File: config.mk
export PLATFORM = sky130hd
export DESIGN_NAME = ta_cap_wr
export DESIGN_NICKNAME = d
export VERILOG_FILES = /design/src/rtl/ta_cap_wr.sv
export SDC_FILE = /design/constraint.sdc
export NUM_CORES = 1
export LEC_CHECK = 0
export CORE_AREA = 2 2 105 107
export CTS_CLUSTER_SIZE = 8
export DETAILED_ROUTE_END_ITERATION = 6
export DIE_AREA = 0 0 107 109
export PLACE_DENSITY_LB_ADDON = 0.08
export SLEW_MARGIN = 20
export SYNTH_ARGS = -nofsm -noshare
export SYNTH_HDL_FRONTEND = slang
export SYNTH_SLANG_ARGS = --single-unit
File: constraint.sdc
create_clock -name clk62 -period 3 [get_ports clk62]
set_clock_uncertainty 0.15 [all_clocks]
set_input_delay 0.3 -clock clk62 [delete_from_list [all_inputs] [get_ports clk62]]
set_output_delay 0.3 -clock clk62 [all_outputs]
set_load 0.05 [all_outputs]
File: src/rtl/ta_cap_wr.sv
// Capture writer: tags merged ADC words with sequence/overrange bits and streams them to capture memory.
// Optional decimation is enabled by defining CAP_DECIM_EN.
module ta_cap_wr #(
    parameter int ADC0_1 = 56,
    parameter int MEMA_0 = 12,
    parameter int MEMD_0 = ADC0_1 + 8
) (
    input  logic              clk62,
    input  logic              rst,
    input  logic              mem_reset,
    input  logic              cap_start,
    input  logic [MEMA_0-1:0] cap_len,
    input  logic [3:0]        cap_decim,
    input  logic [ADC0_1-1:0] merge_data,
    input  logic              mereg_datv,
    input  logic              adc_of,
    output logic              mem_we,
    output logic [MEMA_0-1:0] mem_addr,
    output logic [MEMD_0-1:0] mem_wdata,
    output logic              cap_busy,
    output logic              cap_done,
    output logic              cap_ovf,
    output logic [MEMA_0:0]   cap_wcnt
);

    localparam int CW = MEMA_0 + 1;

    typedef enum logic [1:0] {IDLE, CAPT, DONE} state_t;

    state_t          r_state;
    logic [CW-1:0]   r_cnt;
    logic [CW-1:0]   r_len;
    logic [3:0]      r_seq;
    logic            r_ofPend;
    logic [CW-1:0]   w_lenEff;
    logic [CW-1:0]   w_cntNext;
    logic            w_ofAcc;
    logic            w_decimOk;
    logic            w_accept;

    // A programmed length of zero means a full-depth capture.
    assign w_lenEff  = (cap_len == '0) ? (CW'(1) << MEMA_0) : {1'b0, cap_len};
    assign w_cntNext = r_cnt + CW'(1);
    assign w_ofAcc   = r_ofPend | adc_of;
    assign w_accept  = (r_state == CAPT) && mereg_datv && w_decimOk;

`ifdef CAP_DECIM_EN
    logic [3:0] r_decCnt;
    logic [3:0] r_decim;

    assign w_decimOk = (r_decCnt == 4'd0);

    always_ff @(posedge clk62) begin
        if (rst || mem_reset) begin
            r_decCnt <= 4'd0;
            r_decim  <= 4'd0;
        end else if (r_state != CAPT) begin
            if (cap_start) begin
                r_decCnt <= 4'd0;
                r_decim  <= cap_decim;
            end
        end else if (mereg_datv) begin
            r_decCnt <= (r_decCnt == r_decim) ? 4'd0 : r_decCnt + 4'd1;
        end
    end
`else
    logic w_unusedDecim;

    assign w_unusedDecim = ^cap_decim;
    assign w_decimOk     = 1'b1;
`endif

    // rst and mem_reset both return the block to an idle, all-zero state.
    always_ff @(posedge clk62) begin
        if (rst || mem_reset) begin
            r_state   <= IDLE;
            r_cnt     <= '0;
            r_len     <= '0;
            r_seq     <= 4'd0;
            r_ofPend  <= 1'b0;
            mem_we    <= 1'b0;
            mem_addr  <= '0;
            mem_wdata <= '0;
            cap_busy  <= 1'b0;
            cap_done  <= 1'b0;
            cap_ovf   <= 1'b0;
            cap_wcnt  <= '0;
        end else begin
            mem_we <= 1'b0;
            case (r_state)
                IDLE, DONE: begin
                    if (cap_start) begin
                        r_state  <= CAPT;
                        r_cnt    <= '0;
                        r_len    <= w_lenEff;
                        r_seq    <= 4'd0;
                        r_ofPend <= 1'b0;
                        mem_addr <= '0;
                        cap_wcnt <= '0;
                        cap_ovf  <= 1'b0;
                        cap_busy <= 1'b1;
                        cap_done <= 1'b0;
                    end
                end
                CAPT: begin
                    if (adc_of) begin
                        cap_ovf <= 1'b1;
                    end
                    // Overrange seen on skipped cycles is carried into the next accepted word.
                    if (w_accept) begin
                        mem_we    <= 1'b1;
                        mem_addr  <= r_cnt[MEMA_0-1:0];
                        mem_wdata <= {w_ofAcc, 3'b000, r_seq, merge_data};
                        r_cnt     <= w_cntNext;
                        cap_wcnt  <= w_cntNext;
                        r_seq     <= r_seq + 4'd1;
                        r_ofPend  <= 1'b0;
                        if (w_cntNext == r_len) begin
                            r_state  <= DONE;
                            cap_busy <= 1'b0;
                            cap_done <= 1'b1;
                        end
                    end else begin
                        r_ofPend <= w_ofAcc;
                    end
                end
                default: r_state <= IDLE;
            endcase
        end
    end

endmodule

==> results.cfg <==
[timing]
rsz0062_at_grt = false
finalMaxSlewViolations = 0
hold_violations = 0
fin_crit_sh_pct = 80.8
setup_viol = 0
period_needed_ns = 2.42
fin_hold_ws_ns = 0.309
maxSlewHeadroom_pct = 63.0
fin_setup_tns_ns = 0
fmax_mhz = 413
worst_slew_pin_slew_ns = 0.554

[floorplanning]
chipHeight_um = 109
fp.dieArea_um2 = 11700
core-area_um2 = 10600
num_rows = 38
start_util_pct = 42.6
ios = 171
fp.dieW_um = 107

[clocking]
htree_levels = 3
ctsResizeCount = 0
cts_tree = done
cts_max_path_buffers = 2
clock-sinks = 110
clk_latency_ns = 0.37
clock-root-buffer = clkbuf_8
cts.clk_slew.worst_paths_ns = 0.10
cts_buffers = 9
ctsHoldBuffers = 0
post_cts_buffers = 0

[power_and_ir_drop]
p_leak_nw = 2.15
power_mw = 2.71
cellPowerDensity_nw_per_um2 = 420
worst_ir_drop_vdd_uv = 264

[global_routing]
grt_start_max_net_pins = 75
antenna_found_initial = 0
grt-ovfl-total = 0
grt_pass1_wl_mm = 20.2
grt_use_total_pct = 21.4
grt_pass1_vias = 4253

[yosys]
yosysSeqAreaShare_pct = 48.7
synth_cell_types = 51
synth_top_cell_area_share_pct = 48.7
synth-compound-area-share_pct = 17.5
synth_top_family_by_area = simple AND/OR/NAND/NOR gates
ys_ff_latch = 110
syn-instance-count = 573
yosys_warnings = 0
synth_edf_count = 0
synth-main-ff-cell = dfxtp_1
yosysMostFrequentCell = nand2_1
synth.avg_cell_area_um2 = 7.88
yosysTopAreaCell = dfxtp_1
synth_area_um2 = 4520
yosys.area_share.simple_pct = 25.1
synth_top_cells_by_count = 170 x nand2_1, 110 x dfxtp_1, 93 x a21oi_1
synthArstFlopShare_pct = 0
synthTopCellsByArea = dfxtp_1 49%, nand2_1 14%, a21oi_1 10%
synthAdderAreaFrac_pct = 0.554
synth-xor-area-share_pct = 3.10
synth_mux_area_share_pct = 0.222

[worst_setup_path]
worstPathRequired_ns = 3.11
slowest_delay_ns = 0.62
crit_chain = and4_2, nand2_1, nor4b_1, o211ai_1, a2111oi_1, nor2_1
critPathMaxFanout = 13
end_kind = flop
startpoint_type = flop
r2r_slack_ns = 0.58
critPathSlowestCell = dfxtp_1
path_class = flop to flop
worst_ep_arrival_time_ns = 2.53

[layout]
drive_above_1_share_pct = 5.26
synthToLayoutAreaGrowth_pct = 43.1
diodes = 0
fill_cells = 997
final_cells = 862
postLayoutCoreUtil_pct = 61.0
fin_nets = 797

[placement]
hpwl_mm = 8.75
portBuffers = 163
gp_congestion = 0.861
place_inst = 846

[outcome]
outcome = completed

[worst_hold_path]
worstHoldPathType = flop to flop

[run]
maxCapViolCount = 0

[route]
wirelength_mm = 12.3
vias = 4420
drt_iter0_markers = 219
first_pass_iters = 4
detail_route.wl_per_cell_um = 14.3
drc = 0
post_drt_via_cell_ratio = 5.13
final_antenna_net_count = 0
-- registers in the layout (all words and copies together), names as in the netlist --
name	flops
r_len	13
cap_busy	1
r_cnt	13
mem_wdata	61
mem_we	1
r_seq	4
cap_ovf	1
r_ofPend	1
r_state	2
cap_done	1
mem_addr	12
-- worst paths after layout --
path / depth (start not counted) / end / startpoint
worst max-delay path: 6 / cap_busy$_SDFFE_PP0P_ / r_cnt[2]$_SDFFE_PP0P_
worst min-delay path: 2 / mem_wdata[26]$_SDFFE_PP0P_ / mem_wdata[26]$_SDFFE_PP0P_
worst max register to register: 6 / cap_busy$_SDFFE_PP0P_ / r_cnt[2]$_SDFFE_PP0P_
worst min register to register: 2 / mem_wdata[26]$_SDFFE_PP0P_ / mem_wdata[26]$_SDFFE_PP0P_
-- report_power, final --
group / switching, mW / total, mW / internal (mW)
sequential: 0.00997 / 1.48 / 1.47
combinational: 0.150 / 0.283 / 0.133
clock: 0.489 / 0.947 / 0.458
-- layout by cell type, fill, tap and decap left out, types with 7 or more instances in the layout --
cell,n
a21oi_1,93
clkdlybuf4s50_1,163
nor2_1,27
buf_4,12
nand3_1,19
o21ai_0,11
xnor2_1,8
dfxtp_1,110
nor4_1,7
nor3_1,15
nand2_1,169
xor2_1,8
clkbuf_8,12
-- logic make-up after synthesis --
kind of cell	count (synthesis)
adder cells (fa/ha/maj)	2
other	1
multiplexers	1
buffers and inverters	48
AND/OR/NAND/NOR	261
XOR/XNOR	16
flip-flops	110
AO/OA/AOI/OAI	134
-- stage by stage --
stage	setup slack [ns]	cell area, µm²
finish	0.577	6470
global route	0.332	6470
CTS	0.563	6470
detailed placement	0.582	6250
global placement	0.627	6250
floorplan	0.318	4530
-- worst max-delay path: cells and delay by family, from the launching register on --
family           cells  cell delay, ns
AND/OR/NAND/NOR      4            1.00
AO/OA/AOI/OAI        2            0.56
flip-flops           1            0.62
-- cell type report --
type	instances	area [µm²]	share of cell area (%)
flip-flops and latches	110	2200	34.1
multi-input cells	417	2120	32.8
repair buffers	176	1740	26.9
well taps	140	175	2.71
clock buffers	12	165	2.55
clock inverters	4	52.6	0.813
inverters	3	11.3	0.174
-- metal layers --
layer / track usage, % / part of all wire (%) / up-vias
met5: 0 / 0 / -
met4: 5.57 / 1.1 / 0
met3: 6.69 / 7.7 / 14
met2: 37.2 / 50 / 133
met1: 25.9 / 41 / 2058
li1: - / - / 2215
Note: power is estimated with default switching activity, not from simulation.
